### src/rtl/rvb_clmul_arb.sv
// Two-requester round-robin arbiter in front of a single rvb_clmul unit.
// Tracks the one in-flight operation and buffers each requester's result.
module rvb_clmul_arb #(
    parameter int XLEN = 64
) (
    input  logic            clock,
    input  logic            resetn,

    input  logic            req0_din_valid,
    output logic            req0_din_ready,
    input  logic [XLEN-1:0] req0_din_rs1,
    input  logic [XLEN-1:0] req0_din_rs2,
    input  logic            req0_din_insn3,
    input  logic            req0_din_insn12,
    input  logic            req0_din_insn13,
    output logic            req0_dout_valid,
    input  logic            req0_dout_ready,
    output logic [XLEN-1:0] req0_dout_rd,

    input  logic            req1_din_valid,
    output logic            req1_din_ready,
    input  logic [XLEN-1:0] req1_din_rs1,
    input  logic [XLEN-1:0] req1_din_rs2,
    input  logic            req1_din_insn3,
    input  logic            req1_din_insn12,
    input  logic            req1_din_insn13,
    output logic            req1_dout_valid,
    input  logic            req1_dout_ready,
    output logic [XLEN-1:0] req1_dout_rd,

    output logic            cu_reset,
    output logic            cu_din_valid,
    input  logic            cu_din_ready,
    output logic [XLEN-1:0] cu_din_rs1,
    output logic [XLEN-1:0] cu_din_rs2,
    output logic            cu_din_insn3,
    output logic            cu_din_insn12,
    output logic            cu_din_insn13,
    input  logic            cu_dout_valid,
    output logic            cu_dout_ready,
    input  logic [XLEN-1:0] cu_dout_rd
);

    logic            r_inflight;
    logic            r_owner;
    logic            r_last_grant;
    logic            r_cu_reset;
    logic [1:0]      r_rbuf_valid;
    logic [XLEN-1:0] r_rbuf_data [2];

    logic [1:0]      w_req_valid;
    logic [1:0]      w_resp_ready;
    logic [1:0]      w_elig;
    logic            w_any;
    logic            w_grant;
    logic            w_issue;
    logic            w_complete;

    assign w_req_valid  = {req1_din_valid, req0_din_valid};
    assign w_resp_ready = {req1_dout_ready, req0_dout_ready};

    // A requester with a buffered result or an op in the unit must wait.
    for (genvar gi = 0; gi < 2; gi++) begin : g_elig
        assign w_elig[gi] = w_req_valid[gi] && !r_rbuf_valid[gi]
                            && !(r_inflight && (r_owner == 1'(gi)));
    end

    assign w_any = w_elig[0] || w_elig[1];

    always_comb begin
        w_grant = 1'b0;
        if (w_elig[0] && w_elig[1]) begin
            w_grant = ~r_last_grant;
        end else if (w_elig[1]) begin
            w_grant = 1'b1;
        end
    end

    assign cu_reset      = r_cu_reset;
    assign cu_din_valid  = w_any && !r_cu_reset;
    assign cu_dout_ready = r_inflight && !r_cu_reset;

    assign req0_din_ready = w_any && !w_grant && cu_din_ready && !r_cu_reset;
    assign req1_din_ready = w_any &&  w_grant && cu_din_ready && !r_cu_reset;

    assign cu_din_rs1    = w_grant ? req1_din_rs1    : req0_din_rs1;
    assign cu_din_rs2    = w_grant ? req1_din_rs2    : req0_din_rs2;
    assign cu_din_insn3  = w_grant ? req1_din_insn3  : req0_din_insn3;
    assign cu_din_insn12 = w_grant ? req1_din_insn12 : req0_din_insn12;
    assign cu_din_insn13 = w_grant ? req1_din_insn13 : req0_din_insn13;

    assign w_issue    = cu_din_valid && cu_din_ready;
    assign w_complete = cu_dout_valid && cu_dout_ready;

    assign req0_dout_valid = r_rbuf_valid[0];
    assign req1_dout_valid = r_rbuf_valid[1];
    assign req0_dout_rd    = r_rbuf_data[0];
    assign req1_dout_rd    = r_rbuf_data[1];

    // cu_reset drops only after the unit has seen one edge with it high.
    always_ff @(posedge clock or negedge resetn) begin
        if (!resetn) begin
            r_cu_reset   <= 1'b1;
            r_inflight   <= 1'b0;
            r_owner      <= 1'b0;
            r_last_grant <= 1'b1;
            r_rbuf_valid <= 2'b00;
        end else begin
            r_cu_reset <= 1'b0;
            if (w_issue) begin
                r_inflight   <= 1'b1;
                r_owner      <= w_grant;
                r_last_grant <= w_grant;
            end else if (w_complete) begin
                r_inflight <= 1'b0;
            end
            for (int i = 0; i < 2; i++) begin
                if (w_complete && (r_owner == 1'(i))) begin
                    r_rbuf_valid[i] <= 1'b1;
                end else if (r_rbuf_valid[i] && w_resp_ready[i]) begin
                    r_rbuf_valid[i] <= 1'b0;
                end
            end
        end
    end

    // Result data needs no reset: it is only observed while its valid bit is set.
    always_ff @(posedge clock) begin
        if (w_complete) begin
            r_rbuf_data[r_owner] <= cu_dout_rd;
        end
    end

endmodule

### config.mk
export PLATFORM = sky130hd
export DESIGN_NAME = rvb_clmul_arb
export DESIGN_NICKNAME = d
export VERILOG_FILES = /design/src/rtl/rvb_clmul_arb.sv
export SDC_FILE = /design/constraint.sdc
export NUM_CORES = 1
export LEC_CHECK = 0
export BUFFER_PORTS_ARGS = -buffer_cell sky130_fd_sc_hd__buf_2
export CAP_MARGIN = 10
export CORE_AREA = 2 2 235 237
export CTS_CLUSTER_SIZE = 20
export DETAILED_ROUTE_END_ITERATION = 8
export DIE_AREA = 0 0 237 239
export PLACE_DENSITY_LB_ADDON = 0.05
export SETUP_SLACK_MARGIN = 0.05
export SYNTH_ARGS = -nofsm -noshare
export SYNTH_HDL_FRONTEND = slang
export SYNTH_SLANG_ARGS = --single-unit
export TNS_END_PERCENT = 30
### constraint.sdc
create_clock -name clock -period 4.2 [get_ports clock]
set_clock_uncertainty 0.15 [all_clocks]
set_input_delay 0.63 -clock clock [delete_from_list [all_inputs] [get_ports clock]]
set_output_delay 0.63 -clock clock [all_outputs]
set_load 0.05 [all_outputs]
; ---- Word level (Yosys, flattened, before mapping)
; Memories as Yosys holds them, arrays and structs flattened.
; Index checks and enable logic that the tools add are counted.
[word_totals]
reg_bits = 6
output_inout_bits = 266
ram_bits = 128
mem_count = 1
inputBits = 334
word_cells = 55
[op_classes]
reduce_logical = 31
bitwise = 2
mux = 15
[mem_list]
columns = name, depth, width, rd, rd_clocked_by_memory_dff, write_ports, line_no
row1 = r_rbuf_data, 2, 64, 2, 0, 1, 49  ; logic [XLEN-1:0] r_rbuf_data [2];
[ops]
columns = cell, n
row1 = $mux W64, 2
row2 = $logic_and A1 B1 Y1, 21
row3 = $mux W1, 13
row4 = $logic_not A1 Y1, 6
row5 = $reduce_bool A2 Y1, 3
row6 = $not A1 Y1, 2
row7 = $logic_or A1 B1 Y1, 1

; ---- Depth between registers and ports, before layout
; Gate-level depths: netlist of the first run.
[logic_depth]
word_depth = 10
mapped_depth = 7
mapped_depth_nobuf = 4

; ---- Worst setup path after synthesis of the first run
; Ideal clock, no wire load.
[synth_path]
kind = input-to-reg
from = input port cu_dout_valid
to = memory r_rbuf_data[0][0], enable pin
required_time_ns = 3.564
path_buffers = 0
arrival_ns = 3.423
slack_ns = 0.141
setup_ns = 0.486
path_stages = 2
path_cell_list = nand2b_1 -> nor2_1
[synth_via]
elab_chain_cells = 3
[synth_rtl]
columns = element, line_no
row1 = start: declaration, 39  ; input logic cu_dout_valid,
row2 = $logic_and A1 B1 Y1, 93  ; assign w_complete = cu_dout_valid && cu_dout_ready;
row3 = $mux W1, 129  ; if (w_complete) begin
row4 = $mux W1 (not written as such), 130  ; r_rbuf_data[r_owner] <= cu_dout_rd;
row5 = end: declaration, 49
; No other way between the ends.

; ---- Worst setup path after layout of the first run
[layout_path]
from = register r_inflight
to = output port cu_din_rs2[61]
[layout_via]
elab_chain_cells = 6
word_cells_on_any_way = 10
classes_between = mux: 3 / reduce/logical: 7
[layout_rtl]
columns = element, line_no
row1 = start: declaration, 44  ; logic r_inflight;
row2 = start signal: assignment, 104  ; r_inflight <= 1'b0;
row3 = start signal: assignment, 111  ; r_inflight <= 1'b1;
row4 = start signal: assignment, 115  ; r_inflight <= 1'b0;
row5 = $logic_and A1 B1 Y1, 65  ; && !(r_inflight && (r_owner == 1'(gi)));
row6 = $logic_not A1 Y1, 65
row7 = $logic_and A1 B1 Y1, 65
row8 = $mux W1 / $logic_and A1 B1 Y1 (equally long branches), "74, 72"
row9 = $mux W1 *, 72  ; if (w_elig[0] && w_elig[1]) begin
row10 = $mux W64 *, 87  ; assign cu_din_rs2 = w_grant ? req1_din_rs2 : req0_din_rs2;
row11 = end: declaration, 35  ; output logic [XLEN-1:0] cu_din_rs2,
; Mark *: on every way between the ends. The rest lies on a longest branch, timed or not.

==> results of run 1 <==
[registers in the layout, summed over array words and instances, names as in the netlist]
name	count
cu_reset	1
r_inflight	1
r_last_grant	1
r_owner	1
r_rbuf_data	128
r_rbuf_valid	2
[power by group through the flow]
stage          logic [mW]  clock network (mW)  registers, mW
2_1_floorplan        1.57                   0           1.84
3_3_place_gp         2.42                   0           1.62
3_5_place_dp         2.39                   0           1.62
4_1_cts              2.39                1.66           1.59
5_1_grt              2.46                1.70           1.59
6_report             2.36                1.58           1.59
[routing by layer]
metal  routed length [um]  vias up  GRT usage, %
met5                   32        -             0
met4                  455        6          2.99
met3                 2440       31          3.66
met2                17000      291          19.7
met1                11000     2494          10.4
li1                     -     2420             -
[critical path, delay by kind of cell (launching register included)]
| kind | cells | cell delay [ns] |
|---|---|---|
| and+or+nand+nor | 1 | 0.21 |
| muxes | 1 | 0.37 |
| AOI/OAI and AO/OA | 1 | 0.76 |
| DFF | 1 | 0.43 |
| buffers and inverters | 2 | 0.57 |
[through the flow]
step | cell area (um2) | setup slack [ns]
finish | 10400 | 0.568
global route | 10400 | 0.393
CTS | 10400 | 0.506
detailed placement | 9800 | 0.942
global placement | 9800 | 0.930
floorplan | 5910 | 0.141
[cell usage after synthesis]
cell type | n | share of area (%)
mux2_2 | 85 | 16
inv_1 | 2 | 0.13
buf_2 | 8 | 0.68
nor2b_1 | 3 | 0.32
edfxtp_1 | 128 | 65
buf_6 | 7 | 1.3
nor2_1 | 3 | 0.19
mux2_4 | 46 | 12
conb_1 | 1 | 0.063
a221o_1 | 1 | 0.17
dfstp_2 | 2 | 0.89
o22ai_1 | 2 | 0.21
a221oi_1 | 1 | 0.15
nand2_1 | 5 | 0.32
a41o_1 | 1 | 0.17
nand2b_1 | 3 | 0.32
dfrtp_1 | 4 | 1.7
o2bb2ai_1 | 2 | 0.30
nand3_2 | 1 | 0.17
[worst max path at each step]
| stage | to | startpoint | slack [ns] | depth (start not counted) |
|---|---|---|---|---|
| 6_report | cu_din_rs2[61] | r_inflight$_DFFE_PN0P_ | 0.57 | 5 |
| 5_1_grt | cu_din_rs2[61] | r_inflight$_DFFE_PN0P_ | 0.39 | 5 |
| 4_1_cts | cu_din_insn3 | r_inflight$_DFFE_PN0P_ | 0.51 | 5 |
| 3_5_place_dp | cu_din_insn3 | req1_din_valid | 0.94 | 6 |
| 3_3_place_gp | cu_din_insn3 | req1_din_valid | 0.93 | 6 |
| 2_1_floorplan | r_rbuf_data[0][0]$_DFFE_PP_ | cu_dout_valid | 0.14 | 2 |
[logic make-up (layout without fill, tap and decap cells)]
| logic type | Yosys count | after routing | synth area share (%) |
|---|---|---|---|
| DFF | 134 | 134 | 67.6 |
| muxes | 131 | 131 | 27.9 |
| buffers and inverters | 17 | 641 | 2.14 |
| and+or+nand+nor | 15 | 15 | 1.31 |
| AOI/OAI and AO/OA | 7 | 7 | 0.995 |
| other | 1 | 5 | 0.0634 |
[repair_timing]
action,4_1_cts,5_1_grt
hold endpoints to repair,4,0
hold buffers,1,0
buffers inserted,0,0
[final cells by class]
cell class                      count  area (um2)  area share (%)
Sequential cell                   134        4000            38.3
Clock inverter                     14         174            1.67
Clock buffer                       18         429            4.12
Inverter                            2        7.51          0.0720
Tap cell                          704         881            8.45
Antenna cell                        4        10.0          0.0960
Timing Repair Buffer              607        3110            29.8
Multi-Input combinational cell    154        1810            17.4
==> key figures, run 1 <==
Timing
  – Final worst path period need: roughly 3.6 ns
  – Setup-failing EPs final: 0
  – Final Cycle Share: between 80% and 90%
  – Max-slew headroom: a little under half
  – Fmax: between 200 and 300 MHz
  – Slew Limit Fails: 0
  – Final Hold Fails: 0
  – Fin Hold WS: around 0.23 ns
  – Actual slew at the worst max-slew pin: between 0.7 and 0.8 ns
  – RSZ-0062 raised after global routing: no
  – Fin Setup TNS: 0 ns

Drt
  – Via/cell ratio: approximately 3.2
  – Routed vias: approximately 5200
  – Post-DRT Antenna Nets: 0
  – Initial DRC Count: around 120
  – Drt wl/cell: 18.9 um
  – DRC viols: 0
  – WL final: between 30000 and 40000 um
  – First-pass DRT Iterations: 4

Layout
  – Commonest non-fill, non-tap cells in the layout: 599 x buf_2, 128 x edfxtp_1, 85 x mux2_2, 46 x mux2_4, 17 x clkbuf_16
  – Fillers: ~6000
  – Share of post-route cells with drive strength above 1: 83.3%
  – Util after Layout: a little under a fifth
  – P&R area growth vs syn: 76.3%
  – Nets: 1250
  – Final Instance Count excl. Fillers: 1637
  – Commonest non-fill, non-tap cell in the layout: buf_2

CTS
  – Clock Sinks: 134
  – Clock tree buffer depth: 2
  – H-tree Lvls: 4
  – Post-CTS Resized: 0
  – Root Buffer: clkbuf_16
  – Total CTS buffers: 17
  – CTS tree: yes
  – Clk Latency, worst-skew pair: approximately 0.44 ns
  – CTS clock-pin slew for the worst setup and hold paths: roughly 0.080 ns

Critical path
  – CP required: 3.42 ns
  – CP Launch Type: flip-flop
  – Register-to-register setup slack: roughly 2.0 ns
  – Worst-path fanout max: 53
  – Origin of the critical flop-to-flop path: cu_reset$_DFF_PN1_
  – Critical R2R Capture: r_rbuf_data[0][13]$_DFFE_PP_
  – Setup CP Type: reg -> out
  – Max incr delay on CP: roughly 0.76 ns
  – Critical Path Slowest Stage Cell: a41o_4
  – Worst Setup End Kind: primary output
  – Sequence of cells on the critical path: nand2b_1, a41o_4, buf_12, mux2_2, buf_2
  – Critical path arrival: about 2.9 ns
  – R2R cell count: 3

Yosys
  – Mapped Cells: around 300
  – Sequential element share of the synthesized area: 67.6%
  – Mapped cell area: a little under 6000 um2
  – Ys Warns: 0
  – Synthesized area per cell: around 19 um2
  – Syn Nets: 639
  – Distinct cell type count after synthesis: 19
  – Register bit total from synthesis: around 130

Pwr
  – Psw: about 2.3 mW
  – Leakage: 4.75 nW
  – Total power: 5.52 mW
  – Flop pwr share: 28.7%
  – P_int: 3.21 mW
  – Comb power frac: between 40% and 50%
  – PD cells: 530 nW/um2
  – Clock power share: between 20% and 30%
  – Maximum vdd drop: around 0.00020 V
  – Switch share: 41.9%

Floorplan
  – Die Width: ~240 um
  – Die Y: between 200 and 250 um
  – Die area: 56600 um2
  – # IOs: 600
  – Row cnt: 86
  – Initial core utilization: 10.9%
  – Core area: between 50000 and 60000 um2

GRT
  – Vias in the first global route: roughly 5500
  – Global route total overflow: 0
  – Initial antenna violation count: 10
  – Largest net degree at the start of global routing: 65
  – Global-route usage over all layers: about a tenth
  – Global-route wire length before repair: between 40000 and 50000 um

Outcome
  – Outcome: finished clean

Placed design
  – RD Place Congestion: roughly 0.75
  – IO buf count: about 600
  – DPL Wire Length: 26000 um
  – Dpl cells: 1600

Hold path
  – Worst hold path type: in -> reg
  – HP Start: req0_dout_ready
  – Hold Path End: r_rbuf_valid[0]$_DFFE_PN0P_
  – Hold-critical path depth: 2

Flow run
  – Max-Cap Viols: 0
Note: power is estimated with default switching activity, not from simulation.
==> run 2, diff against run 1 <==
==> constraint.sdc (replaced) <==
create_clock -name clock -period 3.96 [get_ports clock]
set_clock_uncertainty 0.15 [all_clocks]
set_input_delay 0.594 -clock clock [delete_from_list [all_inputs] [get_ports clock]]
set_output_delay 0.594 -clock clock [all_outputs]
set_load 0.05 [all_outputs]
==> run 2 against run 1 <==
Net effect: core utilization shrank 0.074 points; via count is 0.50% lower; worst setup slack improved by 0.014 ns; critical path type unchanged; flip-flop and latch count unchanged; sequential power rose by 6%; sequential share of layout area increased by 0.15 points; non-clock buffer count rose by 2; clock power decreased by 6%; register-to-register slack lost 0.23 ns; wire length is 0.48% lower; die area unchanged.
==> key figures, run 2 (synthesis results as in run 1) <==
Hold path
  – Worst hold path type: in -> reg

Critical path
  – Setup CP Type: reg -> out
  – Register-to-register setup slack: about 1.8 ns
  – CP required: approximately 3.2 ns
  – Critical path arrival: roughly 2.6 ns
  – Worst-path fanout max: 41
  – Worst Setup End Kind: primary output
  – CP Launch Type: flip-flop

Timing
  – Setup-failing EPs final: 0
  – Fmax: 296 MHz
  – Fin Setup TNS: 0 ns
  – Final Hold Fails: 0
  – Actual slew at the worst max-slew pin: 0.833 ns
  – Final worst path period need: 3.38 ns
  – Slew Limit Fails: 0
  – Final Cycle Share: between 80% and 90%
  – RSZ-0062 raised after global routing: no
  – Max-slew headroom: 44.3%

Placed design
  – DPL Wire Length: between 20000 and 30000 um
  – RD Place Congestion: 0.758
  – Dpl cells: about 1600
  – IO buf count: about 600

Drt
  – Routed vias: 5216
  – WL final: a little over 30000 um
  – Post-DRT Antenna Nets: 0
  – First-pass DRT Iterations: 4
  – DRC viols: 0
  – Via/cell ratio: 3.18
  – Drt wl/cell: between 15 and 20 um
  – Initial DRC Count: 171

Floorplan
  – Core area: 54300 um2
  – # IOs: 600
  – Die area: roughly 57000 um2
  – Row cnt: between 80 and 90
  – Die Y: around 240 um
  – Die Width: 237 um
  – Initial core utilization: between 10% and 20%

Layout
  – Largest register FFs: ~130
  – Share of post-route cells with drive strength above 1: a little over four fifths
  – Commonest non-fill, non-tap cells in the layout: 599 x buf_2, 128 x edfxtp_1, 85 x mux2_2, 46 x mux2_4, 17 x clkbuf_16
  – P&R area growth vs syn: 75.7%
  – Fillers: between 6000 and 7000
  – Final Instance Count excl. Fillers: between 1500 and 2000
  – Commonest non-fill, non-tap cell in the layout: buf_2
  – Reg with most FFs: r_rbuf_data
  – Top flop regs: r_rbuf_data x128, r_rbuf_valid x2
  – Nets: between 1000 and 1500

CTS
  – Total CTS buffers: 17
  – CTS tree: yes
  – Clock tree buffer depth: 2
  – Root Buffer: clkbuf_16
  – Clk Latency, worst-skew pair: roughly 0.42 ns
  – H-tree Lvls: 4
  – CTS clock-pin slew for the worst setup and hold paths: around 0.06 ns
  – Clock Sinks: about 130

Pwr
  – Leakage: ~4.7 nW
  – PD cells: ~540 nW/um2
  – Maximum vdd drop: between 0.0002 and 0.00025 V

Outcome
  – Outcome: finished clean

GRT
  – Global-route usage over all layers: between 10% and 20%
  – Initial antenna violation count: 12
  – Vias in the first global route: ~5400
  – Largest net degree at the start of global routing: between 40 and 50
  – Global-route wire length before repair: around 40000 um
  – Global route total overflow: 0

Flow run
  – Max-Cap Viols: 0
[run 2: cell count changes in the layout (fill, tap and decap cells not counted)]
cell,delta
bufinv_16,-2
inv_8,-1
inv_6,-1
buf_4,+2
clkinv_4,+1
clkinv_1,+1
diode_2,+5
[run 2: final cells by class]
type	instances	area, um2	share of cell area, %
diodes	9	22.5	0.217
clock buffers	18	429	4.13
clock inverters	12	106	1.02
inverters	2	7.51	0.0723
multi-input cells	154	1810	17.5
flip-flops and latches	134	4000	38.5
well taps	704	881	8.48
repair buffers	609	3130	30.1
[run 2: repair_timing]
action,4_1_cts,5_1_grt
buffers inserted,0,0
hold endpoints to repair,4,0
hold buffers,1,0
gates resized for setup,0,0
[run 2: worst paths after layout]
kind	startpoint	end	depth (start not counted)
hold / removal	cu_dout_rd[13]	r_rbuf_data[0][13]$_DFFE_PP_	1
max in group asynchronous	resetn	r_last_grant$_DFFE_PN1P_	2
setup / recovery	r_owner$_DFFE_PN0P_	cu_din_rs2[46]	5
setup reg to reg	cu_reset$_DFF_PN1_	r_rbuf_data[1][28]$_DFFE_PP_	3
min in group asynchronous	resetn	r_rbuf_valid[1]$_DFFE_PN0P_	2
hold reg to reg	r_last_grant$_DFFE_PN1P_	r_last_grant$_DFFE_PN1P_	1
[run 2: report_power, final]
part,internal (mW),switching (mW),leakage (nW)
Combinational,0.752,1.75,3.23
Clock,0.854,0.621,0.256
Sequential,1.66,0.0251,1.23
[run 2: critical path, cell delays in order, from the launching register on]
cell and delay (ns):
dfrtp_1 0.38, nand2b_1 0.23, a41o_4 0.61, buf_12 0.35, mux2_4 0.36, buf_2 0.22
[run 2: metrics by stage]
step                      total power [mW]  hold WS (ns)  utilization, %  setup WS [ns]  instance area (um2)
final                                 5.66         0.203            19.1          0.582                10400
after global routing                  5.90         0.173            19.1          0.384                10400
after CTS                             5.77         0.170            19.1          0.460                10400
after detailed placement              4.24         0.298            18.1          0.898                 9810
after global placement                4.28         0.298            18.1          0.892                 9810
after floorplan                       3.62         0.148               -        -0.0633                 5910
[run 2: per-layer routing]
layer	global-route usage, %	vias to the layer above	share of wire (%)
li1	-	2432	-
met1	9.89	2462	34
met2	19.2	292	56
met3	3.83	24	8.6
met4	4.37	6	1.8
met5	0	-	0.10
==> run 3, diff against run 2 <==
--- a/config.mk
+++ b/config.mk
@@ -8,6 +8,7 @@
 export BUFFER_PORTS_ARGS = -buffer_cell sky130_fd_sc_hd__buf_2
 export CAP_MARGIN = 10
 export CORE_AREA = 2 2 235 237
+export CTS_BUF_LIST = sky130_fd_sc_hd__clkbuf_4 sky130_fd_sc_hd__clkbuf_8 sky130_fd_sc_hd__clkbuf_16
 export CTS_CLUSTER_SIZE = 20
 export DETAILED_ROUTE_END_ITERATION = 8
 export DIE_AREA = 0 0 237 239
==> run 3 against run 2 <==
Net effect: cell count is the same; clock-buffer cell count is the same; maximum frequency unchanged; non-clock buffer count stayed put; core utilization is essentially flat; design area is essentially flat.
==> key figures, run 3 (synthesis results as in run 1) <==
Outcome
  – Outcome: finished clean

Timing
  – Final Hold Fails: 0
  – Slew Limit Fails: 0
  – Final worst path period need: 3.38 ns
  – Setup-failing EPs final: 0
  – Fin Hold WS: a little over 0.2 ns
  – Max-slew headroom: 44.3%
  – Fin Setup TNS: 0 ns
  – Final worst slack: approximately 0.58 ns
  – Actual slew at the worst max-slew pin: 0.833 ns
  – Final Cycle Share: ~85%
  – Fmax: 296 MHz
  – RSZ-0062 raised after global routing: no

Critical path
  – Worst-path fanout max: about 40
  – CP required: 3.22 ns
  – CP Launch Type: flip-flop
  – Origin of the critical flop-to-flop path: cu_reset$_DFF_PN1_
  – R2R cell count: 3
  – Worst Setup End Kind: primary output
  – Critical path arrival: around 2.6 ns
  – Register-to-register setup slack: about 1.8 ns
  – Setup CP Type: reg -> out
  – Critical R2R Capture: r_rbuf_data[1][28]$_DFFE_PP_

Pwr
  – Leakage: ~4.7 nW
  – PD cells: 545 nW/um2
  – Maximum vdd drop: 0.000249 V
  – Total power: approximately 5.7 mW

GRT
  – Global route total overflow: 0
  – Global-route wire length before repair: approximately 40000 um
  – Initial antenna violation count: 12
  – Vias in the first global route: roughly 5400
  – Global-route usage over all layers: between 10% and 20%
  – Largest net degree at the start of global routing: 42

Drt
  – DRC viols: 0
  – Initial DRC Count: 171
  – First-pass DRT Iterations: 4
  – Via/cell ratio: around 3.2
  – Routed vias: 5216
  – WL final: 30800 um
  – Drt wl/cell: approximately 19 um
  – Post-DRT Antenna Nets: 0

CTS
  – Post-CTS Resized: 0
  – Clock Sinks: around 130
  – Total CTS buffers: 17
  – Clk Latency, worst-skew pair: between 0.4 and 0.5 ns
  – Clock tree buffer depth: 2
  – Root Buffer: clkbuf_16
  – Hold buffers post-CTS: 1
  – CTS clock-pin slew for the worst setup and hold paths: approximately 0.060 ns
  – Post-CTS Setup Repair Bufs: 0
  – CTS tree: yes
  – H-tree Lvls: 4

Hold path
  – Hold-critical path depth: 1
  – HP Start: cu_dout_rd[13]
  – Hold Path End: r_rbuf_data[0][13]$_DFFE_PP_
  – Worst hold path type: in -> reg

Floorplan
  – Core area: 54300 um2
  – Die area: 56600 um2
  – Row cnt: between 80 and 90
  – Die Y: about 240 um
  – Die Width: around 240 um
  – Initial core utilization: 10.9%
  – # IOs: 600

Layout
  – Largest register FFs: between 100 and 150
  – Top flop regs: r_rbuf_data x128, r_rbuf_valid x2
  – Reg with most FFs: r_rbuf_data
  – Commonest non-fill, non-tap cell in the layout: buf_2
  – Share of post-route cells with drive strength above 1: a little over four fifths
  – Nets: 1252
  – Commonest non-fill, non-tap cells in the layout: 599 x buf_2, 128 x edfxtp_1, 85 x mux2_2, 46 x mux2_4, 17 x clkbuf_16
  – Util after Layout: about a fifth
  – Design area: 10400 um2
  – Final Instance Count excl. Fillers: ~1600
  – P&R area growth vs syn: 75.7%

Placed design
  – RD Place Congestion: roughly 0.76
  – Dpl cells: 1602
  – DPL Wire Length: 26500 um
  – IO buf count: approximately 600
  – Dpl ws: 0.898 ns
  – Cell Area, Placed: 9810 um2

Flow run
  – Max-Cap Viols: 0
[run 3: power by group]
| group | internal [mW] | switching (mW) |
|---|---|---|
| Combinational | 0.752 | 1.75 |
| Sequential | 1.66 | 0.0251 |
| Clock | 0.861 | 0.621 |
| Total | 3.27 | 2.40 |
[run 3: worst max-delay path by stage]
stage                                    from                          end  slack [ns]
final                     r_owner$_DFFE_PN0P_               cu_din_rs2[46]        0.58
after floorplan                 cu_dout_valid  r_rbuf_data[0][0]$_DFFE_PP_       -0.06
after global placement         req1_din_valid               cu_din_rs1[40]        0.89
after CTS                 r_owner$_DFFE_PN0P_               cu_din_rs1[40]        0.46
after global routing      r_owner$_DFFE_PN0P_                cu_din_rs1[0]        0.38
after detailed placement       req1_din_valid               cu_din_rs2[61]        0.90
[run 3: worst max-delay path: stages (launching register included)]
cell      delay (ns)
dfrtp_1         0.38
nand2b_1        0.23
a41o_4          0.61
buf_12          0.35
mux2_4          0.36
buf_2           0.22
[run 3: cell type report]
type,instances,area [um2]
Antenna cell,9,22.5
Clock buffer,18,433
Clock inverter,12,106
Fill cell,6015,44000
Inverter,2,7.51
Multi-Input combinational cell,154,1810
Sequential cell,134,4000
Tap cell,704,881
Timing Repair Buffer,609,3130
[run 3: routing by layer]
layer | GRT usage (%) | routed length, um | vias up
met5 | 0 | 32 | -
met4 | 4.37 | 559 | 6
met3 | 3.83 | 2640 | 24
met2 | 19.2 | 17200 | 292
met1 | 9.89 | 10400 | 2462
li1 | - | - | 2432
